## config.mk

```make
export PLATFORM = sky130hd
export DESIGN_NAME = lcd_rgb_dither
export DESIGN_NICKNAME = d
export VERILOG_FILES = /design/src/rtl/lcd_dither_pkg.sv /design/src/rtl/lcd_dither_channel.sv /design/src/rtl/lcd_rgb_dither.sv
export SDC_FILE = /design/constraint.sdc
export NUM_CORES = 1
export LEC_CHECK = 0
export ABC_CLOCK_PERIOD_IN_PS = 1780
export BUFFER_PORTS_ARGS = -buffer_cell sky130_fd_sc_hd__buf_2
export CORE_UTILIZATION = 35
export DETAILED_ROUTE_END_ITERATION = 12
export GPL_TIMING_DRIVEN = 0
export MAX_ROUTING_LAYER = met4
export SLEW_MARGIN = 10
export SYNTH_ARGS = -nofsm -noshare
export SYNTH_HDL_FRONTEND = slang
export SYNTH_SLANG_ARGS = --single-unit
```

## constraint.sdc

```tcl
create_clock -name vid_clk -period 1.78 [get_ports vid_clk]
set_input_delay 0.178 -clock vid_clk [delete_from_list [all_inputs] [get_ports vid_clk]]
set_output_delay 0.178 -clock vid_clk [all_outputs]
set_load 0.05 [all_outputs]
```

## src/rtl/lcd_dither_pkg.sv

```systemverilog
`default_nettype none
// +----------------------------------------------------------------------+
// | lcd_dither_pkg : Bayer matrix, pixel types and saturating add helper |
// | Rev 1.0                                                              |
// +----------------------------------------------------------------------+
package lcd_dither_pkg;

  localparam int SAT_W = 16;

  localparam logic [3:0] BAYER4 [4][4] = '{
    '{4'd0,  4'd8,  4'd2,  4'd10},
    '{4'd12, 4'd4,  4'd14, 4'd6 },
    '{4'd3,  4'd11, 4'd1,  4'd9 },
    '{4'd15, 4'd7,  4'd13, 4'd5 }
  };

  typedef struct packed {
    logic [7:0] r;
    logic [7:0] g;
    logic [7:0] b;
  } rgb_in_t;

  typedef struct packed {
    logic [5:0] r;
    logic [5:0] g;
    logic [5:0] b;
  } rgb_out_t;

  // Rounding up never wraps: a channel already at full scale stays there.
  function automatic logic [SAT_W-1:0] sat_add(input logic [SAT_W-1:0] base,
                                               input logic             up,
                                               input logic [SAT_W-1:0] max_val);
    logic [SAT_W-1:0] result;
    result = base;
    if (up && (base != max_val)) result = base + 16'd1;
    return result;
  endfunction

endpackage
`default_nettype wire

```

## src/rtl/lcd_dither_channel.sv

```systemverilog
`default_nettype none
// +----------------------------------------------------------------------+
// | lcd_dither_channel : one colour channel, truncate + ordered round-up |
// | Rev 1.0                                                              |
// +----------------------------------------------------------------------+
module lcd_dither_channel
  import lcd_dither_pkg::*;
#(
  parameter int IN_BITS  = 8,
  parameter int OUT_BITS = 6
) (
  input  logic [IN_BITS-1:0]  value,
  input  logic [3:0]          threshold,
  output logic [OUT_BITS-1:0] dithered
);

  localparam int               SHIFT   = IN_BITS - OUT_BITS;
  localparam logic [SAT_W-1:0] MAX_OUT = 16'((1 << OUT_BITS) - 1);

  logic [OUT_BITS-1:0] base;
  logic [3:0]          r4;
  logic                up;

  assign base = value[IN_BITS-1:SHIFT];
  // Residual scaled to a 4-bit range so it compares directly with the matrix.
  assign r4   = 4'(value[SHIFT-1:0]) << (4 - SHIFT);
  assign up   = (r4 > threshold);

  assign dithered = OUT_BITS'(sat_add(16'(base), up, MAX_OUT));

endmodule
`default_nettype wire

```

## src/rtl/lcd_rgb_dither.sv

```systemverilog
`default_nettype none
// +----------------------------------------------------------------------+
// | lcd_rgb_dither : 24-bit RGB to 6:6:6 LCD bus, 4x4 Bayer dither.       |
// | Optional LCD_DITHER_TEMPORAL_EN shifts the pattern every frame.      |
// | Rev 1.0                                                              |
// +----------------------------------------------------------------------+
module lcd_rgb_dither
  import lcd_dither_pkg::*;
#(
  parameter int IN_BITS          = 8,
  parameter int OUT_BITS         = 6,
  parameter bit SYNC_ACTIVE_HIGH = 1'b0
) (
  input  logic                 vid_clk,
  input  logic                 reset,
  input  logic [3*IN_BITS-1:0] in_data,
  input  logic                 in_datavalid,
  input  logic                 in_h_sync,
  input  logic                 in_v_sync,
  input  logic                 in_underflow,
  input  logic                 underflow_clr,
  output logic [OUT_BITS-1:0]  lcd_r,
  output logic [OUT_BITS-1:0]  lcd_g,
  output logic [OUT_BITS-1:0]  lcd_b,
  output logic                 lcd_de,
  output logic                 lcd_hs,
  output logic                 lcd_vs,
  output logic                 underflow_sticky
);

  localparam int   SHIFT     = IN_BITS - OUT_BITS;
  localparam logic SYNC_IDLE = ~SYNC_ACTIVE_HIGH;

  if ((SHIFT < 1) || (SHIFT > 4)) begin : g_bad_shift
    $error("lcd_rgb_dither: IN_BITS-OUT_BITS must be in 1..4");
  end

  logic [1:0]           x_cnt;
  logic [1:0]           y_cnt;
  logic [1:0]           xi;
  logic [1:0]           yi;
  logic                 dv_fall;
  logic                 vs_start;
  logic [3*IN_BITS-1:0] s1_data;
  logic                 s1_de;
  logic                 s1_hs;
  logic                 s1_vs;
  logic [3:0]           s1_thr;
  logic [OUT_BITS-1:0]  dith_r;
  logic [OUT_BITS-1:0]  dith_g;
  logic [OUT_BITS-1:0]  dith_b;

  // Stage-1 DE and VS double as the previous-cycle samples for edge detection.
  assign dv_fall  = s1_de & ~in_datavalid;
  assign vs_start = (in_v_sync == SYNC_ACTIVE_HIGH) && (s1_vs != SYNC_ACTIVE_HIGH);

`ifdef LCD_DITHER_TEMPORAL_EN
  logic [1:0] frame_cnt;

  always_ff @(posedge vid_clk) begin
    if (reset) begin
      frame_cnt <= 2'd0;
    end else if (vs_start) begin
      frame_cnt <= frame_cnt + 2'd1;
    end
  end

  assign xi = x_cnt + frame_cnt;
  assign yi = y_cnt + frame_cnt;
`else
  assign xi = x_cnt;
  assign yi = y_cnt;
`endif

  always_ff @(posedge vid_clk) begin
    if (reset) begin
      x_cnt <= 2'd0;
      y_cnt <= 2'd0;
    end else begin
      x_cnt <= in_datavalid ? (x_cnt + 2'd1) : 2'd0;
      if (vs_start) begin
        y_cnt <= 2'd0;
      end else if (dv_fall) begin
        y_cnt <= y_cnt + 2'd1;
      end
    end
  end

  always_ff @(posedge vid_clk) begin
    if (reset) begin
      s1_data <= '0;
      s1_de   <= 1'b0;
      s1_hs   <= SYNC_IDLE;
      s1_vs   <= SYNC_IDLE;
      s1_thr  <= 4'd0;
    end else begin
      s1_data <= in_data;
      s1_de   <= in_datavalid;
      s1_hs   <= in_h_sync;
      s1_vs   <= in_v_sync;
      s1_thr  <= BAYER4[yi][xi];
    end
  end

  lcd_dither_channel #(.IN_BITS(IN_BITS), .OUT_BITS(OUT_BITS)) u_ch_r (
    .value     (s1_data[3*IN_BITS-1:2*IN_BITS]),
    .threshold (s1_thr),
    .dithered  (dith_r)
  );

  lcd_dither_channel #(.IN_BITS(IN_BITS), .OUT_BITS(OUT_BITS)) u_ch_g (
    .value     (s1_data[2*IN_BITS-1:IN_BITS]),
    .threshold (s1_thr),
    .dithered  (dith_g)
  );

  lcd_dither_channel #(.IN_BITS(IN_BITS), .OUT_BITS(OUT_BITS)) u_ch_b (
    .value     (s1_data[IN_BITS-1:0]),
    .threshold (s1_thr),
    .dithered  (dith_b)
  );

  always_ff @(posedge vid_clk) begin
    if (reset) begin
      lcd_r  <= '0;
      lcd_g  <= '0;
      lcd_b  <= '0;
      lcd_de <= 1'b0;
      lcd_hs <= SYNC_IDLE;
      lcd_vs <= SYNC_IDLE;
    end else begin
      lcd_r  <= s1_de ? dith_r : '0;
      lcd_g  <= s1_de ? dith_g : '0;
      lcd_b  <= s1_de ? dith_b : '0;
      lcd_de <= s1_de;
      lcd_hs <= s1_hs;
      lcd_vs <= s1_vs;
    end
  end

  always_ff @(posedge vid_clk) begin
    if (reset) begin
      underflow_sticky <= 1'b0;
    end else if (in_underflow) begin
      underflow_sticky <= 1'b1;
    end else if (underflow_clr) begin
      underflow_sticky <= 1'b0;
    end
  end

endmodule
`default_nettype wire

```

## Word level (Yosys, flattened, before mapping)

Index checks and enable logic that the tools add are counted.

- Add/sub/neg operators: 5
- Magnitude comparators: 5
- Equality and inequality tests: 3
- Muxes and demuxes: 11
- Bitwise operators: 6
- Reductions and logical operators: 8

Operators by type and width:

| kind | count |
|---|---|
| 16-bit binary-select mux with 2-bit select | 1 |
| 16-bit two-way mux | 2 |
| 6-bit by 1-bit adder with 6-bit output (second input constant) | 3 |
| 6-bit two-way mux | 3 |
| 6-bit != test (second input constant) | 3 |
| 4-bit greater-than comparator | 3 |
| 4-bit binary-select mux with 2-bit select | 1 |
| 4-bit two-way mux | 2 |
| 3-bit >= comparator (second input constant) | 2 |
| 2-bit NOT with 3-bit output | 2 |
| 2-bit OR reduction | 3 |
| 2-bit by 1-bit adder with 2-bit output (second input constant) | 2 |
| 1-bit logical AND | 4 |
| 1-bit NOT | 3 |
| 1-bit two-way mux | 2 |
| 2-bit nonzero test | 1 |
| 1-bit AND | 1 |

- Flip-flop bits (word level): 57
- Output and inout port bits: 22

## Logic depth before layout (Yosys ltp)

Gate-level depths: netlist of run 1.

- Depth in word-level cells: 7
- Mapped depth: 6

## Hierarchy

Synthesis of run 1 repeated with hierarchy kept, for this count alone.

- Cell total of the unflattened synthesis: 190
- Area total of the unflattened synthesis: 2150.8 um^2

Modules (own cells, without submodules):

| module | times used | cells an instance | area each (um^2) | seq. area each (um^2) |
|---|---|---|---|---|
| lcd_rgb_dither | 1 | 130 | 1614.0 | 1141.1 |
| lcd_dither_channel | 3 | 20 | 178.9 | 0.0 |

## Least setup slack after synthesis of run 1

OpenSTA, ideal clock, no wires.

- Path kind: register to register
- From: reg s1_thr[3]
- To: reg lcd_g[1]
- Data arrival time: 1.423 ns
- Data required time: 1.662 ns
- Slack: 0.239 ns
- Stages on the path, launching flop included: 7
- Path buffers: 0
- Clock period less this slack: 1.541 ns
- Path through: dfxtp_1 inv_1 ha_1 and4bb_1 a311oi_4 mux2i_1 nor2_1

- Longest elaborated chain between the ends: 3

RTL lines:

| element | line | source |
|---|---|---|
| start, declared | lcd_rgb_dither.sv:48 | `logic [3:0] s1_thr;` |
| start signal, assigned | lcd_rgb_dither.sv:101 | `s1_thr <= BAYER4[yi][xi];` |
| 4-bit greater-than comparator | lcd_dither_channel.sv:27 | `assign up = (r4 > threshold);` |
| 1-bit logical AND | lcd_dither_pkg.sv:35 | `if (up && (base != max_val)) result = base + 16'd1;` |
| 6-bit two-way mux | lcd_dither_pkg.sv:35 |  |
| end signal, assigned | lcd_rgb_dither.sv:133 | `lcd_g <= s1_de ? dith_g : '0;` |
| end, declared | lcd_rgb_dither.sv:23 | `output logic [OUT_BITS-1:0] lcd_g,` |

Every way passes these cells.
A chain may end at the register's enable or synchronous reset.

## Worst setup path after layout of run 1

Same ends and word-level chain as after synthesis.

==> results.sh, run 1 <==
export IMPL_run_status="finished clean"
export IMPL_postSynth_asyncResetShare=0
export IMPL_pwr_density_cell_nw_per_um2=986
export IMPL_route_top_layer_used="met4"
export IMPL_max_cap_violations=0
export IMPL_route_detailed_drc=0
export IMPL_pin_count=53
export IMPL_netlist_cell_type_count=33
export IMPL_hold_worst_slack_ns=0.0384
export IMPL_holdPathStages=2
export IMPL_setup_tns_ns=0
export IMPL_finalWeightedCongestion=0.798
export IMPL_cp_slowest_stage_delay_ns=0.36
export IMPL_first_pass_grt_wire_length_um=6060
export IMPL_drtIter0Drc=23
export IMPL_timing_final_hold_violations=0
export IMPL_yosysWarningCount=0
export IMPL_setup_viol=0
export IMPL_tritoncts_num_buffers=9
export IMPL_number_of_flops_mapped_to_enable_cells_by_yosys=0
export IMPL_yosys_most_used_dff="sky130_fd_sc_hd__dfxtp_1"
export IMPL_worst_setup_path_end_kind="register"
export IMPL_crit_type="reg -> reg"
export IMPL_post_cts_setup_buffer_count=0
export IMPL_path_max_fanout=6
export IMPL_finClkSkew_ns=0.00780
export IMPL_postLayoutCoreUtil=0.467
export IMPL_finalCritPeriodShare=0.944
export IMPL_avgViaCountPerCell=4.46
export IMPL_cp_arrival_ns=1.88
export IMPL_synth_area_per_cell_um2=10.5
export IMPL_pin_count_of_the_biggest_net_entering_global_routing=11
export IMPL_sequential_fraction_of_the_synthesis_area=0.517
export IMPL_syn_num_nets=253
export IMPL_ctsHoldBuffers=0
export IMPL_totalWireLength_um=3810
export IMPL_cts_repair_resized=0
export IMPL_drt_antenna_violating_nets=0
export IMPL_rsz0062_at_grt="yes"
export IMPL_fmax_ghz=0.595
export IMPL_die_h_um=81.4
export IMPL_final_max_slew_violation_count=0
export IMPL_routedLengthMet1_um=1700
export IMPL_slew_headroom=0.668
export IMPL_timing_critical_path_cells="inv_2 -> ha_1 -> and4bb_2 -> a311oi_4 -> mux2i_1 -> nor2_1"
export IMPL_number_of_placed_cells_counting_well_taps=338
export IMPL_syn2layout_area_growth_pct=26.8
export IMPL_core_area_um2=5990
export IMPL_clk_latency_ns=0.32
export IMPL_initial_core_util=0.368
export IMPL_critPathRequiredTime_ns=1.98
export IMPL_worst_slew_pin_slew_ns=0.498
export IMPL_cp_start_kind="register"
export IMPL_layout_common_cells="56 x sky130_fd_sc_hd__dfxtp_1, 54 x sky130_fd_sc_hd__buf_2, 27 x sky130_fd_sc_hd__nor2b_1, 20 x sky130_fd_sc_hd__nor2_1, 13 x sky130_fd_sc_hd__clkbuf_8"
export IMPL_slowest_stage="sky130_fd_sc_hd__a311oi_4"
export IMPL_layout_commonest_cell="sky130_fd_sc_hd__dfxtp_1"
export IMPL_detail_route_first_pass_iterations=4
export IMPL_clkSlewWorstSetupHoldPaths_ns=0.06
export IMPL_postSynthRegisterBits=57
export IMPL_tritoncts_num_sinks=57
export IMPL_total_design_power_mw=2.76
export IMPL_fp_row_count=28
export IMPL_first_global_vias=1479
export IMPL_insertedDiodeCount=0
export IMPL_fraction_of_layout_cells_with_a_size_suffix_above_1=0.337
export IMPL_power_static_leakage_nw=1.18
export IMPL_chipWidth_um=81.4
export IMPL_cts_htree_levels=3
export IMPL_cell_count_final_fillers_out=354
export IMPL_grt_remaining_overflow=0
export IMPL_antenna_found_initial=0
export IMPL_vdd_ir_drop_worst_v=0.000380
export IMPL_final_net_count=316
export IMPL_cts_root_to_sink_buffers=2
export IMPL_min_delay_path_class="in -> reg"
export IMPL_tritoncts_clock_tree="done"
export IMPL_wl_met3_um=126
export IMPL_rr_worst_depth=6
export IMPL_die_area_um2=6630
export IMPL_dr_total_vias=1578
export IMPL_post_route_minimum_period_ns=1.68
export IMPL_grt_use_total=0.128
export IMPL_port_buffers=52
export IMPL_root_buffer="sky130_fd_sc_hd__clkbuf_8"
export IMPL_met2_length_um=1920
export IMPL_route_detailed_wl_per_inst_um=10.8
export IMPL_postSynthCellCount=211
export IMPL_hpwlAfterDp_um=2940
export IMPL_post_synth_instance_area_um2=2210
-- path summary, 6_finish.rpt --
path / start / end / slack (ns)
worst max-delay path: s1_thr[3] / lcd_g[1] / 0.10
worst min register to register: s1_hs / lcd_hs / 0.41
worst min-delay path: in_h_sync / s1_hs / 0.04
worst max register to register: s1_thr[3] / lcd_g[1] / 0.10
-- metrics by stage --
stage | instance area (um2) | setup slack (ns)
4_1_cts | 2750 | 0.0689
6_report | 2800 | 0.100
3_3_place_gp | 2560 | 0.122
2_1_floorplan | 2210 | 0.239
5_1_grt | 2800 | -0.0145
3_5_place_dp | 2560 | 0.0753
-- worst max-delay path: cells and delay by family (launching register included) --
kind	cells	cell delay, ns
AND/OR/NAND/NOR	2	0.33
flip-flops	1	0.32
multiplexers	1	0.23
buffers and inverters	1	0.06
adder cells (fa/ha/maj)	1	0.28
AO/OA/AOI/OAI	1	0.36
-- synthesized netlist by cell type (4+ instances only) --
library cell	count	area (um2)
sky130_fd_sc_hd__xnor2_1	7	61.3
sky130_fd_sc_hd__ha_1	11	138
sky130_fd_sc_hd__a21o_1	5	37.5
sky130_fd_sc_hd__nor2b_1	27	169
sky130_fd_sc_hd__a21oi_1	10	50.1
sky130_fd_sc_hd__inv_1	13	48.8
sky130_fd_sc_hd__nand2_1	4	15.0
sky130_fd_sc_hd__mux2i_1	4	40.0
sky130_fd_sc_hd__dfxtp_1	57	1140
sky130_fd_sc_hd__nor2_1	20	75.1
sky130_fd_sc_hd__or2_1	4	25.0
sky130_fd_sc_hd__nand3_1	8	40.0
-- area by class of cell --
class                      count  area, um2
buffer                         5       21.3
clock buffer                  14        183
clock inverter                 2       10.0
fill                         589       3190
inverter                      15       56.3
multi-input combinational    134       1030
sequential                    57       1140
tap                           75       93.8
timing repair buffer          52        260
-- where the power goes --
group / leakage (nW) / internal (mW) / switching [mW] / total, mW
sequential: 0.469 / 1.33 / 0.0352 / 1.36
combinational: 0.607 / 0.120 / 0.160 / 0.280
clock: 0.102 / 0.653 / 0.463 / 1.12
total: 1.18 / 2.10 / 0.658 / 2.76
-- routing by layer --
metal,vias to the layer above,GRT usage
met3,5,0.0367
met4,0,0.0804
met5,-,-
met2,25,0.205
met1,716,0.140
li1,832,-
-- sequential cells by signal (all words and copies together) (netlist names) --
name and cells:
s1_data 24, lcd_b 6, lcd_g 6, lcd_r 6
s1_thr 4, x_cnt 2, y_cnt 2, lcd_de 1
lcd_hs 1, lcd_vs 1, s1_de 1, s1_hs 1
s1_vs 1, underflow_sticky 1
-- cells by family after synthesis --
family | share of synthesized area
mux | 0.0181
simple gates | 0.227
buf+inv | 0.0351
compound gates | 0.112
flops | 0.517
xor+xnor | 0.0278
fa+ha+maj | 0.0624
No activity file was read; power rests on OpenSTA's default activity.
==> run 2, diff against run 1 <==
--- a/config.mk
+++ b/config.mk
@@ -11,6 +11,9 @@
 export DETAILED_ROUTE_END_ITERATION = 12
 export GPL_TIMING_DRIVEN = 0
 export MAX_ROUTING_LAYER = met4
+export PLACE_DENSITY = 0.53
+export SETUP_SLACK_MARGIN = 0.4
+export SKIP_LAST_GASP = 1
 export SLEW_MARGIN = 10
 export SYNTH_ARGS = -nofsm -noshare
 export SYNTH_HDL_FRONTEND = slang
==> run 2 against run 1 <==
Compared with the run above:
- critical path depth grew 2
- sequential cell count unchanged
- count of clock-buffer cells in the layout unchanged
- global-route usage is 2.0 points higher
- sequential power about the same
- die area is the same
- total power up 1.2%
- highest routed layer unchanged
==> results.sh, run 2 (synthesis gave the netlist of run 1 again) <==
export IMPL_timing_final_hold_violations=0
export IMPL_die_h_um=81.4
export IMPL_first_global_vias=1641
export IMPL_cp_start_kind="register"
export IMPL_worst_setup_path_end_kind="register"
export IMPL_max_cap_violations=0
export IMPL_hold_worst_slack_ns=0.0219
export IMPL_clkSlewWorstSetupHoldPaths_ns=0.06
export IMPL_cp_arrival_ns=1.83
export IMPL_totalWireLength_um=4410
export IMPL_rrSetupSlack_ns=0.16
export IMPL_final_max_slew_violation_count=0
export IMPL_slew_headroom=0.710
export IMPL_final_net_count=328
export IMPL_drt_antenna_violating_nets=0
export IMPL_hold_path_startpoint="in_h_sync"
export IMPL_insertedDiodeCount=0
export IMPL_dr_total_vias=1653
export IMPL_setup_viol=0
export IMPL_rr_worst_depth=8
export IMPL_pwr_density_cell_nw_per_um2=905
export IMPL_route_detailed_drc=0
export IMPL_worst_slew_pin_slew_ns=0.435
export IMPL_min_delay_path_class="in -> reg"
export IMPL_finalCritPeriodShare=0.911
export IMPL_largest_reg_flops=24
export IMPL_port_buffers=52
export IMPL_tritoncts_num_sinks=57
export IMPL_fraction_of_layout_cells_with_a_size_suffix_above_1=0.415
export IMPL_pin_count_of_the_biggest_net_entering_global_routing=11
export IMPL_first_pass_grt_wire_length_um=6990
export IMPL_post_route_minimum_period_ns=1.62
export IMPL_clk_latency_ns=0.33
export IMPL_layout_common_cells="54 x sky130_fd_sc_hd__buf_2, 54 x sky130_fd_sc_hd__dfxtp_1, 27 x sky130_fd_sc_hd__nor2b_1, 20 x sky130_fd_sc_hd__nor2_1"
export IMPL_number_of_filler_instances_in_the_final_layout=566
export IMPL_fmax_ghz=0.616
export IMPL_grt_use_total=0.149
export IMPL_tritoncts_num_buffers=9
export IMPL_finalWeightedCongestion=0.775
export IMPL_syn2layout_area_growth_pct=39.8
export IMPL_avgViaCountPerCell=4.54
export IMPL_rsz0062_at_grt="yes"
export IMPL_setup_tns_ns=0
export IMPL_core_area_um2=5990
export IMPL_chipWidth_um=81.4
export IMPL_path_max_fanout=5
export IMPL_crit_type="reg -> reg"
export IMPL_die_area_um2=6630
export IMPL_finClkSkew_ns=0.00686
export IMPL_holdPathStages=2
export IMPL_tritoncts_clock_tree="done"
export IMPL_antenna_found_initial=0
export IMPL_grt_remaining_overflow=0
export IMPL_detail_route_first_pass_iterations=4
export IMPL_initial_core_util=0.368
export IMPL_cts_root_to_sink_buffers=2
export IMPL_root_buffer="sky130_fd_sc_hd__clkbuf_8"
export IMPL_route_detailed_wl_per_inst_um=12.1
export IMPL_vdd_ir_drop_worst_v=0.000566
export IMPL_pin_count=53
export IMPL_run_status="finished clean"
export IMPL_regToRegStartpoint="s1_thr[3]"
export IMPL_power_static_leakage_nw=1.27
export IMPL_hpwlAfterDp_um=2970
export IMPL_cts_htree_levels=3
export IMPL_top_register="s1_data"
export IMPL_critPathRequiredTime_ns=1.99
export IMPL_worstReg2RegEnd="lcd_b[1]"
export IMPL_fp_row_count=28
export IMPL_min_delay_worst_endpoint="s1_hs"
export IMPL_drtIter0Drc=41
-- run 2: how the worst max path moves through the flow --
stage               from        to  slack (ns)  cells past startpoint
3_3_place_gp   s1_thr[3]  lcd_b[1]        0.11                      6
5_1_grt        s1_thr[3]  lcd_b[1]         0.1                      8
4_1_cts        s1_thr[3]  lcd_b[1]        0.14                      7
3_5_place_dp   s1_thr[3]  lcd_b[1]        0.07                      6
6_report       s1_thr[3]  lcd_b[1]        0.16                      8
2_1_floorplan  s1_thr[3]  lcd_g[1]        0.24                      6
-- run 2: per-stage QoR --
stage                      util  worst slack [ns]  std cells  power [mW]  cell area, um2
after CTS                 0.493             0.144        358        2.78            2950
after global routing      0.515            0.0977        364        2.93            3090
after detailed placement  0.435            0.0698        338        1.68            2610
after floorplan               -             0.240        211        1.59            2250
after global placement    0.435             0.105        338        1.67            2610
final                     0.515             0.158        364        2.79            3090
-- run 2: cell type report --
type                       count  area, um2  area share
timing repair buffer          64        378       0.122
tap                           75       93.8      0.0304
inverter                      15       61.3      0.0199
clock buffer                  14        163      0.0527
sequential                    57       1140       0.371
buffer                         5       21.3     0.00689
multi-input combinational    134       1220       0.397
-- run 2: layer usage --
layer,global-route usage,share of wire
met5,-,0
met4,0.0732,0.020
met3,0.0511,0.052
met2,0.233,0.47
met1,0.169,0.46
-- run 2: power breakdown --
part / total [mW] / switching [mW] / internal (mW)
clock network: 1.02 / 0.457 / 0.567
logic: 0.398 / 0.206 / 0.192
registers: 1.37 / 0.0406 / 1.33
-- run 2: repair_timing --
action / in CTS / in global routing
resized for setup: 23 / 15
hold buffers: 0 / 0
pin swaps: 18 / 15
hold endpoints to repair: 0 / 0
endpoints found under the setup margin: 18 / 18
setup buffers: 6 / 6
-- run 2: worst max-delay path, cell delays in order (launching register included) --
cell	delay (ns)
sky130_fd_sc_hd__dfxtp_2	0.33
sky130_fd_sc_hd__inv_4	0.05
sky130_fd_sc_hd__ha_4	0.26
sky130_fd_sc_hd__buf_6	0.09
sky130_fd_sc_hd__a21oi_4	0.06
sky130_fd_sc_hd__a311oi_4	0.26
sky130_fd_sc_hd__buf_6	0.17
sky130_fd_sc_hd__mux2i_2	0.21
sky130_fd_sc_hd__nor2_1	0.07
==> run 3, diff against run 2 <==
--- a/config.mk
+++ b/config.mk
@@ -12,6 +12,7 @@
 export GPL_TIMING_DRIVEN = 0
 export MAX_ROUTING_LAYER = met4
 export PLACE_DENSITY = 0.53
+export RECOVER_POWER = 25
 export SETUP_SLACK_MARGIN = 0.4
 export SKIP_LAST_GASP = 1
 export SLEW_MARGIN = 10
==> run 3 against run 2 <==
Compared with the run above:
- final cell count did not move
- utilization barely moved
- sequential power barely moved
- sequential share of layout area barely moved
- largest power group unchanged
- die area did not move
- global-route usage did not move
- routed wire length barely moved
- critical path depth did not move
- largest cell class unchanged
- clock power barely moved
==> results.sh, run 3 (synthesis gave the netlist of run 1 again) <==
export IMPL_slew_headroom=0.672
export IMPL_cp_start_kind="register"
export IMPL_worst_slew_pin_slew_ns=0.492
export IMPL_use_met3=0.0511
export IMPL_pwr_density_cell_nw_per_um2=905
export IMPL_tritoncts_num_buffers=9
export IMPL_power_static_leakage_nw=1.27
export IMPL_layout_common_cells="54 x sky130_fd_sc_hd__dfxtp_1, 53 x sky130_fd_sc_hd__buf_2, 27 x sky130_fd_sc_hd__nor2b_1, 20 x sky130_fd_sc_hd__nor2_1"
export IMPL_dr_total_vias=1653
export IMPL_cts_htree_levels=3
export IMPL_worst_setup_path_end_kind="register"
export IMPL_run_status="finished clean"
export IMPL_avgViaCountPerCell=4.54
export IMPL_critical_path_endpoint="lcd_b[1]"
export IMPL_initial_core_util=0.368
export IMPL_fmax_ghz=0.616
export IMPL_ctsHoldBuffers=0
export IMPL_finClkSkew_ns=0.00686
export IMPL_cts_root_to_sink_buffers=2
export IMPL_max_cap_violations=0
export IMPL_rr_worst_depth=8
export IMPL_totalWireLength_um=4410
export IMPL_fp_row_count=28
export IMPL_worstReg2RegEnd="lcd_b[1]"
export IMPL_route_detailed_drc=0
export IMPL_drt_antenna_violating_nets=0
export IMPL_setup_tns_ns=0
export IMPL_regToRegStartpoint="s1_thr[3]"
export IMPL_insertedDiodeCount=0
export IMPL_antenna_found_initial=0
export IMPL_finalCritPeriodShare=0.911
export IMPL_layout_commonest_cell="sky130_fd_sc_hd__dfxtp_1"
export IMPL_tritoncts_clock_tree="done"
export IMPL_port_buffers=52
export IMPL_chipWidth_um=81.4
export IMPL_groute_layer_met1_usage=0.169
export IMPL_vdd_ir_drop_worst_v=0.000566
export IMPL_first_global_vias=1641
export IMPL_die_h_um=81.4
export IMPL_min_delay_path_class="in -> reg"
export IMPL_tritoncts_num_sinks=57
export IMPL_path_max_fanout=5
export IMPL_crit_type="reg -> reg"
export IMPL_launch_point_of_the_critical_path="s1_thr[3]"
export IMPL_top_register="s1_data"
export IMPL_post_route_minimum_period_ns=1.62
export IMPL_final_net_count=328
export IMPL_grt_remaining_overflow=0
export IMPL_pin_count=53
export IMPL_fraction_of_layout_cells_with_a_size_suffix_above_1=0.412
export IMPL_grt_use_total=0.149
export IMPL_die_area_um2=6630
export IMPL_setup_viol=0
export IMPL_clk_latency_ns=0.33
export IMPL_route_detailed_wl_per_inst_um=12.1
export IMPL_drtIter0Drc=41
export IMPL_finalWeightedCongestion=0.775
export IMPL_root_buffer="sky130_fd_sc_hd__clkbuf_8"
export IMPL_pin_count_of_the_biggest_net_entering_global_routing=11
export IMPL_core_area_um2=5990
export IMPL_detail_route_first_pass_iterations=4
export IMPL_final_max_slew_violation_count=0
export IMPL_globalRouteMet2Util=0.233
export IMPL_clkSlewWorstSetupHoldPaths_ns=0.06
export IMPL_hold_worst_slack_ns=0.0219
export IMPL_busiest_layer="met2"
export IMPL_syn2layout_area_growth_pct=39.7
export IMPL_largest_reg_flops=24
export IMPL_rsz0062_at_grt="yes"
export IMPL_cp_arrival_ns=1.83
export IMPL_critPathRequiredTime_ns=1.99
export IMPL_rrSetupSlack_ns=0.16
export IMPL_first_pass_grt_wire_length_um=6990
export IMPL_hpwlAfterDp_um=2970
export IMPL_timing_final_hold_violations=0
==> run 3: changes by cell type in the layout (fill, tap and decap cells not counted) <==
cell / before / now
sky130_fd_sc_hd__clkbuf_1: 6 / 7
sky130_fd_sc_hd__buf_2: 54 / 53
==> run 3: how the worst min path moves through the flow <==
stage / startpoint / slack, ns / depth (start not counted) / endpoint
after floorplan: reset / 0.25 / 1 / s1_data[13]
after global placement: in_h_sync / 0.35 / 2 / s1_hs
after detailed placement: in_h_sync / 0.36 / 2 / s1_hs
after CTS: in_h_sync / 0.008 / 2 / s1_hs
after global routing: in_h_sync / 0.03 / 2 / s1_hs
final: in_h_sync / 0.02 / 2 / s1_hs
==> run 3: routing by layer <==
metal	vias to the layer above	part of all wire
met5	-	0
met4	0	0.020
met3	8	0.052
met2	38	0.47
met1	749	0.46
li1	858	-
==> run 3: area by class of cell <==
class                      count  area [um2]
buffer                         5        21.3
sequential                    57        1140
multi-input combinational    134        1220
inverter                      15        61.3
clock buffer                  14         163
tap                           75        93.8
timing repair buffer          64         377
fill                         564        2910
==> run 3: critical path: stages, from the launching register on <==
cell                       delay [ns]
sky130_fd_sc_hd__dfxtp_2         0.33
sky130_fd_sc_hd__inv_4           0.05
sky130_fd_sc_hd__ha_4            0.26
sky130_fd_sc_hd__buf_6           0.09
sky130_fd_sc_hd__a21oi_4         0.06
sky130_fd_sc_hd__a311oi_4        0.26
sky130_fd_sc_hd__buf_6           0.17
sky130_fd_sc_hd__mux2i_2         0.21
sky130_fd_sc_hd__nor2_1          0.07
==> run 3: stage by stage <==
stage	setup WS (ns)	std cells	cell area, um2	power (mW)	utilization
4_1_cts	0.144	358	2950	2.78	0.493
5_1_grt	0.0977	364	3080	2.93	0.515
2_1_floorplan	0.240	211	2250	1.59	-
6_report	0.158	364	3080	2.79	0.515
3_3_place_gp	0.105	338	2610	1.67	0.435
3_5_place_dp	0.0698	338	2610	1.68	0.435
==> run 3: what timing repair did <==
action / 4_1_cts / 5_1_grt
pin swaps: 18 / 15
setup buffers: 6 / 6
endpoints found under the setup margin: 18 / 18
resized for setup: 23 / 15
==> run 3: power breakdown <==
| group | switching, mW | internal, mW |
|---|---|---|
| clock network | 0.457 | 0.567 |
| logic | 0.206 | 0.192 |
| registers | 0.0406 | 1.33 |
